## src/rtl/fifo_rd_stream_pkg.sv

```systemverilog
// Shared types and constants for the fifo_sync drain / stream stage.
package fifo_stream_pkg;
  localparam int DATA_W_DEF = 16;
  localparam int STATS_W    = 32;

  typedef logic [DATA_W_DEF-1:0] word_t;
  typedef logic [1:0]            occ_t;

  // Increment that sticks at all-ones instead of wrapping.
  function automatic logic [STATS_W-1:0] sat_inc(input logic [STATS_W-1:0] v);
    return (&v) ? v : v + 1'b1;
  endfunction
endpackage

```

## src/rtl/fifo_rd_stream_if.sv

```systemverilog
// FIFO read port plus valid/ready output stream of the drain stage.
// master = drain stage, slave = FIFO/consumer environment.
interface fifo_rd_stream_if
  import fifo_stream_pkg::*;
#(
  parameter int DATA_W = DATA_W_DEF
);
  logic              fifo_empty;
  logic [DATA_W-1:0] fifo_data;
  logic              fifo_read;
  logic              m_valid;
  logic              m_ready;
  logic [DATA_W-1:0] m_data;
  logic              m_last;

  modport master (
    input  fifo_empty, fifo_data, m_ready,
    output fifo_read, m_valid, m_data, m_last
  );

  modport slave (
    output fifo_empty, fifo_data, m_ready,
    input  fifo_read, m_valid, m_data, m_last
  );
endinterface

```

## src/rtl/fifo_rd_stream_skid2.sv

```systemverilog
// Two-entry strict-FIFO buffer that absorbs the one-cycle FIFO read latency.
module stream_skid2
  import fifo_stream_pkg::*;
#(
  parameter int DATA_W = DATA_W_DEF
) (
  input  logic              clk,
  input  logic              rst,
  input  logic              push,
  input  logic              pop,
  input  logic [DATA_W-1:0] data,
  output logic [DATA_W-1:0] head,
  output occ_t              occ
);

  logic [DATA_W-1:0] mem [2];
  logic              wr_ptr;
  logic              rd_ptr;

  // Upstream credit keeps push away from a full buffer, so no overflow guard.
  always_ff @(posedge clk) begin
    if (rst) begin
      mem[0] <= '0;
      mem[1] <= '0;
      wr_ptr <= 1'b0;
      rd_ptr <= 1'b0;
      occ    <= '0;
    end else begin
      if (push) begin
        mem[wr_ptr] <= data;
        wr_ptr      <= ~wr_ptr;
      end
      if (pop) begin
        rd_ptr <= ~rd_ptr;
      end
      case ({push, pop})
        2'b10:   occ <= occ + 2'd1;
        2'b01:   occ <= occ - 2'd1;
        default: occ <= occ;
      endcase
    end
  end

  assign head = mem[rd_ptr];

endmodule

```

## src/rtl/fifo_rd_stream.sv

```systemverilog
// Drains fifo_sync onto a valid/ready stream framed into BURST_LEN-word bursts.
// Optional word_total counter enabled by defining FIFO_RD_STREAM_STATS_EN.
module fifo_rd_stream
  import fifo_stream_pkg::*;
#(
  parameter int DATA_W    = DATA_W_DEF,
  parameter int BURST_LEN = 4
) (
  input  logic clk,
  input  logic rst,
  fifo_rd_stream_if.master bus
`ifdef FIFO_RD_STREAM_STATS_EN
  ,
  output logic [STATS_W-1:0] word_total
`endif
);

  localparam int BEAT_W = (BURST_LEN > 2) ? $clog2(BURST_LEN) : 1;

  occ_t              occ;
  logic              inflight;
  logic              pop;
  logic [2:0]        credit;
  logic [BEAT_W-1:0] beat;
  logic              beat_end;

  assign pop = bus.m_valid && bus.m_ready;

  // Words held or on their way, after this cycle's pop; pop implies occ >= 1.
  assign credit = {1'b0, occ} + {2'b00, inflight} - {2'b00, pop};

  assign bus.fifo_read = !rst && !bus.fifo_empty && (credit < 3'd2);
  assign bus.m_valid   = (occ != 2'd0);
  assign beat_end      = (beat == BEAT_W'(BURST_LEN - 1));
  assign bus.m_last    = bus.m_valid && beat_end;

  stream_skid2 #(
    .DATA_W(DATA_W)
  ) u_skid (
    .clk (clk),
    .rst (rst),
    .push(inflight),
    .pop (pop),
    .data(bus.fifo_data),
    .head(bus.m_data),
    .occ (occ)
  );

  always_ff @(posedge clk) begin
    if (rst) begin
      inflight <= 1'b0;
      beat     <= '0;
    end else begin
      inflight <= bus.fifo_read;
      if (pop) begin
        beat <= beat_end ? '0 : beat + 1'b1;
      end
    end
  end

`ifdef FIFO_RD_STREAM_STATS_EN
  always_ff @(posedge clk) begin
    if (rst) begin
      word_total <= '0;
    end else if (pop) begin
      word_total <= sat_inc(word_total);
    end
  end
`endif

endmodule

```

## src/flat_wrapper.sv

```systemverilog
// flat-port wrapper written by rule: the top's interface ports become plain ports
module fifo_rd_stream_flat import fifo_stream_pkg::*;
#(
  parameter int DATA_W    = DATA_W_DEF,
  parameter int BURST_LEN = 4
)
  (clk, rst, bus_fifo_empty, bus_fifo_data, bus_m_ready, bus_fifo_read, bus_m_valid, bus_m_data, bus_m_last);
  fifo_rd_stream_if #(.DATA_W(DATA_W)) bus_i ();
  input  logic clk;
  input  logic rst;
  input wire logic [$bits(bus_i.fifo_empty)-1:0] bus_fifo_empty;
  input wire logic [$bits(bus_i.fifo_data)-1:0] bus_fifo_data;
  input wire logic [$bits(bus_i.m_ready)-1:0] bus_m_ready;
  output wire logic [$bits(bus_i.fifo_read)-1:0] bus_fifo_read;
  output wire logic [$bits(bus_i.m_valid)-1:0] bus_m_valid;
  output wire logic [$bits(bus_i.m_data)-1:0] bus_m_data;
  output wire logic [$bits(bus_i.m_last)-1:0] bus_m_last;
  assign bus_i.fifo_empty = bus_fifo_empty;
  assign bus_i.fifo_data = bus_fifo_data;
  assign bus_i.m_ready = bus_m_ready;
  assign bus_fifo_read = bus_i.fifo_read;
  assign bus_m_valid = bus_i.m_valid;
  assign bus_m_data = bus_i.m_data;
  assign bus_m_last = bus_i.m_last;
  fifo_rd_stream #(.DATA_W(DATA_W), .BURST_LEN(BURST_LEN)) u_core (.clk(clk), .rst(rst), .bus(bus_i));
endmodule
```

## config.mk

```make
export PLATFORM = sky130hd
export DESIGN_NAME = fifo_rd_stream_flat
export DESIGN_NICKNAME = d
export VERILOG_FILES = /design/src/rtl/fifo_rd_stream_pkg.sv /design/src/rtl/fifo_rd_stream_if.sv /design/src/rtl/fifo_rd_stream_skid2.sv /design/src/rtl/fifo_rd_stream.sv /design/src/flat_wrapper.sv
export SDC_FILE = /design/constraint.sdc
export NUM_CORES = 1
export LEC_CHECK = 0
export CAP_MARGIN = 20
export CORE_MARGIN = 8
export CORE_UTILIZATION = 41
export CTS_CLUSTER_SIZE = 16
export DETAILED_ROUTE_END_ITERATION = 7
export PLACE_DENSITY = 0.67
export SLEW_MARGIN = 10
export SYNTH_ARGS = -nofsm -noshare
export SYNTH_HDL_FRONTEND = slang
export SYNTH_SLANG_ARGS = --single-unit
```

## constraint.sdc

```tcl
create_clock -name clk -period 6.1 [get_ports clk]
set_input_delay 1.83 -clock clk [delete_from_list [all_inputs] [get_ports clk]]
set_output_delay 1.83 -clock clk [all_outputs]
set_load 0.02 [all_outputs]
```

==> qor.txt <==
status -> complete, no violations
routability cong. -> 0.669
via count -> 1,176
dpl ws -> 0.0610 ns
Min-Delay Path Class -> flip-flop to flip-flop
largest net degree at the start of global routing -> 27
leakage -> 0.864 nW
Final Hold Viols -> 0
Worst Setup Path Type -> input port to primary output
VDD IR max -> 145 uV
count of different cell masters after synthesis -> 25
clock transition at the registers of the reported paths -> 0.07 ns
M2 GR Usage -> 19.5%
CTS hold repair buffers -> 0
per-cell routed wire length -> 15.8 um
GRT busiest layer -> met2
Yosys reg bits -> 40
port bufs -> 38
part of the power in combinational logic -> 15.0%
final layout net count -> 207
placed cell areas -> 0.00222 sq mm
total grt overflow -> 0
Crit. End Element -> primary output
Fillers -> 393
clock sinks -> 40
critical path data required time -> 4.27 ns
htree depth -> 2
hold_ws -> 0.489 ns
Core Util, Final -> 53.8%
initial antenna violation count -> 0
setup ws final -> 0.484 ns
CTS tree -> yes
Seq pwr share -> 51.5%
Site Rows -> 24
root buf cell -> clkbuf_8
M3 GR Usage -> 4.76%
Net Count, Synth -> 170
Die Footprint -> 0.00681 sq mm
unrepaired setup endpoints after global routing -> no
Avg Inst Size Synth -> 12.3 sq um
core area -> 0.00432 sq mm
# IOs -> 39
max-slew violations -> 0
clock power share -> 33.4%
Placed Instances -> 230
sequential-to-total area share from yosys stat -> 61.8%
internal power -> 481 uW
synth warn -> 0
max-cap viol count -> 0
die width -> 82.5 um
vias per inst -> 4.94
Initial Util -> 42.0%
# DRC -> 0
Setup Skew -> 0.00658 ns
Pwr Total -> 621 uW
first-pass GRT wire length -> 6150 um
Inserted Diodes -> 0
Rel. slew slack -> 43.9%
Chip Height -> 82.5 um
Area Growth Syn to Fin -> 28.3%
vias in the first global route -> 1,223
Worst-Margin Slew -> 0.842 ns
Power Density -> 267 mW/mm^2
min Tclk post-route -> 5.62 ns
Mapped Cells -> 148
switching power -> 140 uW
clk buf depth -> 2
Final setup violation count -> 0
crit path DAT -> 3.79 ns
CTS Buf Count -> 5
Switching Fraction -> 22.6%
GR Util met1 -> 14.4%
drt pass-1 iters -> 4
finished layout cell area -> 0.00233 sq mm
worst skew pair latency -> 0.29 ns
setup_tns -> 0 ns
worst-path fanout max -> 5
DP HPWL -> 2570 um
total track usage -> 12.0%
DRT iter0 DRCs -> 82
Netlist Area Pre-Place -> 0.00181 sq mm
startpoint types -> input port
Finished Layout Cells -> 238
fin crit share -> 92.1%
Fmax -> 0.178 GHz
post-route ant nets -> 0
routed wire length -> 3750 um
share of post-route cells with drive strength above 1 -> 15.1%
==> cell usage after synthesis <==
cell	count	area share, %
mux2_2	16	9.9
and2_1	1	0.35
a21oi_1	2	0.55
fa_1	1	1.1
clkbuf_1	1	0.21
or2_2	1	0.35
nor3_1	3	0.83
buf_6	1	0.62
edfxtp_1	32	53
o21a_1	1	0.41
nand2_1	4	0.83
nor2b_1	1	0.35
clkbuf_2	1	0.28
nand2b_1	21	7.2
dfxtp_1	8	8.8
and3b_2	1	0.55
mux2i_1	2	1.1
nor4b_1	2	0.97
xor2_1	3	1.4
ha_1	1	0.69
a21oi_2	1	0.48
o21ai_2	1	0.48
or3_1	1	0.35
nor2_1	36	7.4
buf_2	6	1.7
==> repair_timing <==
item,CTS,global route
setup buffers,0,0
setup endpoints to repair,0,1
gates resized for setup,0,1
==> worst max-delay path, stage by stage <==
cell             delay, ns
clkdlybuf4s50_1       0.57
xor2_1                0.17
nand2_1               0.08
fa_1                  0.38
xor2_1                0.17
nor4b_1               0.30
dlymetal6s2s_1        0.28
==> flip-flops by register name, indices dropped and copies added (netlist names), named ones only <==
| register | flops |
|---|---|
| u_core.u_skid.rd_ptr | 1 |
| u_core.u_skid.occ | 2 |
| u_core.beat | 2 |
| u_core.u_skid.wr_ptr | 1 |
| u_core.inflight | 1 |
| u_core.u_skid.mem | 32 |
==> logic make-up (layout without fill, tap and decap cells) <==
| logic type | count (synthesis) | in the layout | share of synthesized area (%) |
|---|---|---|---|
| and+or+nand+nor | 71 | 71 | 19.2 |
| DFF | 40 | 40 | 61.8 |
| muxes | 18 | 18 | 11.0 |
| buffers and inverters | 9 | 47 | 2.76 |
| AOI/OAI and AO/OA | 5 | 5 | 1.93 |
| xor gates and xnor gates | 3 | 3 | 1.45 |
| adders and majority gates | 2 | 2 | 1.79 |
==> final timing paths <==
kind / from / cells after the start / end / slack (ns)
setup / recovery: bus_m_ready / 7 / bus_fifo_read / 0.48
hold / removal: u_core.u_skid.wr_ptr / 2 / u_core.u_skid.wr_ptr / 0.49
setup reg to reg: u_core.inflight / 2 / u_core.u_skid.mem[0][7] / 3.96
hold reg to reg: u_core.u_skid.wr_ptr / 2 / u_core.u_skid.wr_ptr / 0.49
==> final cells by class <==
type / instances / area [sq um] / area share [%]
clock inverters: 2 / 35.0 / 1.51
well taps: 52 / 65.1 / 2.80
multi-input cells: 99 / 643 / 27.6
clock buffers: 6 / 72.6 / 3.12
repair buffers: 39 / 390 / 16.8
flip-flops and latches: 40 / 1120 / 48.2
==> power by group through the flow <==
stage	Clock [mW]	Sequential [mW]	Combinational, mW
after floorplan	0	0.321	0.0561
after global placement	0	0.325	0.0931
after detailed placement	0	0.326	0.0948
after CTS	0.214	0.320	0.0954
after global routing	0.226	0.322	0.101
final	0.208	0.320	0.0933
==> layer usage <==
metal  up-vias  share of wire, %
met3         4               7.2
li1        577                 -
met4         0              0.91
met5         -                 0
met1       568                42
met2        27                50
==> placed cells by master, fill, tap and decap left out, types with 2 or more instances in the layout <==
master	count
edfxtp_1	32
mux2i_1	2
nand2b_1	21
a21oi_1	2
clkbuf_8	5
nor3_1	3
nor2_1	36
xor2_1	3
nor4b_1	2
dfxtp_1	8
mux2_2	16
clkdlybuf4s50_1	37
nand2_1	4
(Power assumes the default switching activity.)
==> patch, RTL diff (same flow settings) <==
`BURST_LEN` is set to 4 in 2 places; all go to 8.
--- a/src/rtl/fifo_rd_stream.sv
+++ b/src/rtl/fifo_rd_stream.sv
@@ -6,3 +6,3 @@
   parameter int DATA_W    = DATA_W_DEF,
-  parameter int BURST_LEN = 4
+  parameter int BURST_LEN = 8
 ) (
--- a/src/flat_wrapper.sv
+++ b/src/flat_wrapper.sv
@@ -4,3 +4,3 @@
   parameter int DATA_W    = DATA_W_DEF,
-  parameter int BURST_LEN = 4
+  parameter int BURST_LEN = 8
 )
Behaviour: not the same (Yosys sat finds a counterexample within 10 cycles, from zero or initial values and one cycle with rst high).
==> patch against the original RTL <==
Register-to-register slack lost 0.05 ns. Die area grew 0.78%. Wire length shrank 6.5%. Setup slack lost 0.31 ns. Sequential cell count grew 1. Via count shrank 5.1%. Area after synthesis grew 0.97%. Design area grew 1.2%. Total power grew 0.60%. Clock skew shrank 0.0020 ns. Sequential power grew 2%. Highest routed layer unchanged.
==> patch: results (changes against the original RTL) <==
[global_route]
grt_first_pass_wirelength_um = 5800  ; -5.6%
grt_pass1_vias = 1194  ; -2.4%
gr-usage-met2_pct = 18.8  ; -0.69 points
grtUsageTotal_pct = 10.4  ; -1.7 points
grt_use_met3_pct = 4.10  ; -0.66 points
grt_start_max_net_pins = 18  ; -33%
gr-usage-met1_pct = 10.7  ; -3.7 points

[placed_design]
dp_hpwl_um = 2440  ; -5.1%
dpl-instance-area_um2 = 2250  ; +1.4%
place_ws_ns = 0.148  ; +0.0867 ns
numPlacedInstances = 220  ; -4.3%
place.gp.congestion = 0.682  ; +2.0%

[worst_setup_path]
reg2reg_depth = 3  ; +1
r2r_slack_ns = 3.91  ; -0.05 ns
worst_r2r_endpoint = u_core.u_skid.mem[1][4]
worst-setup-path-type = input port to output pin
arrival_ns = 4.10  ; +0.31 ns

[layout]
largestRegisters = u_core.u_skid.mem: 32 flops, u_core.beat: 3 flops, u_core.u_skid.occ: 2 flops
nNetsFinal = 198  ; -4.3%
syn2layout_area_growth_pct = 28.6
fillers = 377  ; -4.1%
drive_gt1_share_pct = 14.2  ; -0.85 points

[logic_synthesis]
synth_common_cells = 33 x and2_1, 32 x edfxtp_1, 16 x mux2_2
ys_top_cells_by_area = edfxtp_1 52%, and2_1 11%, dfxtp_1 9.8%, mux2_2 9.8%, xor2_1 1.4%
synth.distinct_cells = 28  ; +12%

[detailed_routing]
wire_per_inst_um = 15.4  ; -2.4%
via_per_inst = 4.89  ; -0.94%
dr_wl_met2_um = 1860  ; +0.32%
drt_iter0_markers = 64  ; -22%
met1_length_um = 1440  ; -9.0%

[pwr]
ir_drop_mv = 0.123  ; -15%
switching_share_pct = 22.1  ; -0.47 points
leakagePower_nw = 0.894  ; +3.5%

[timing]
finalCriticalPeriod_ns = 5.93  ; +0.310 ns

[status]
outcome = complete, no violations

[patch: power groups by stage]
stage	combinational, W	clock [W]	sequential (W)
6_report	0.0000888	0.000209	0.000327
5_1_grt	0.0000959	0.000228	0.000329
4_1_cts	0.0000907	0.000213	0.000327
3_5_place_dp	0.0000901	0	0.000334
3_3_place_gp	0.0000888	0	0.000332
2_1_floorplan	0.0000508	0	0.000328
[patch: worst min path at each step]
stage | cells after the start | slack (ns) | endpoint | start
floorplan | 2 | 0.44 | u_core.beat[1] | u_core.beat[1]
global placement | 2 | 0.45 | u_core.beat[1] | u_core.beat[1]
detailed placement | 2 | 0.45 | u_core.beat[1] | u_core.beat[1]
CTS | 2 | 0.47 | u_core.beat[1] | u_core.beat[1]
global route | 2 | 0.48 | u_core.beat[1] | u_core.beat[1]
finish | 2 | 0.46 | u_core.beat[1] | u_core.beat[1]
[patch: worst max-delay path, cell delays in order]
cell,delay (ns)
clkdlybuf4s50_1,0.56
xor2_1,0.17
nand2_1,0.08
fa_1,0.38
xor2_1,0.17
nor4b_1,0.25
clkdlybuf4s50_1,0.66
[patch: logic make-up (layout without fill, tap and decap cells)]
family / after synthesis / count (layout) / share of synthesized area [%]
compound gates: 7 / 7 / 2.39
xor+xnor: 4 / 4 / 1.91
fa+ha+maj: 3 / 3 / 2.46
buf+inv: 7 / 47 / 1.78
flops: 41 / 41 / 62.3
mux: 18 / 18 / 10.9
simple gates: 56 / 56 / 18.2
[patch: final cells by class]
class	count	area share [%]
inverters	1	0.159
clock buffers	6	3.08
flip-flops and latches	41	48.5
well taps	52	2.76
repair buffers	38	16.2
multi-input cells	88	27.9
clock inverters	2	1.43
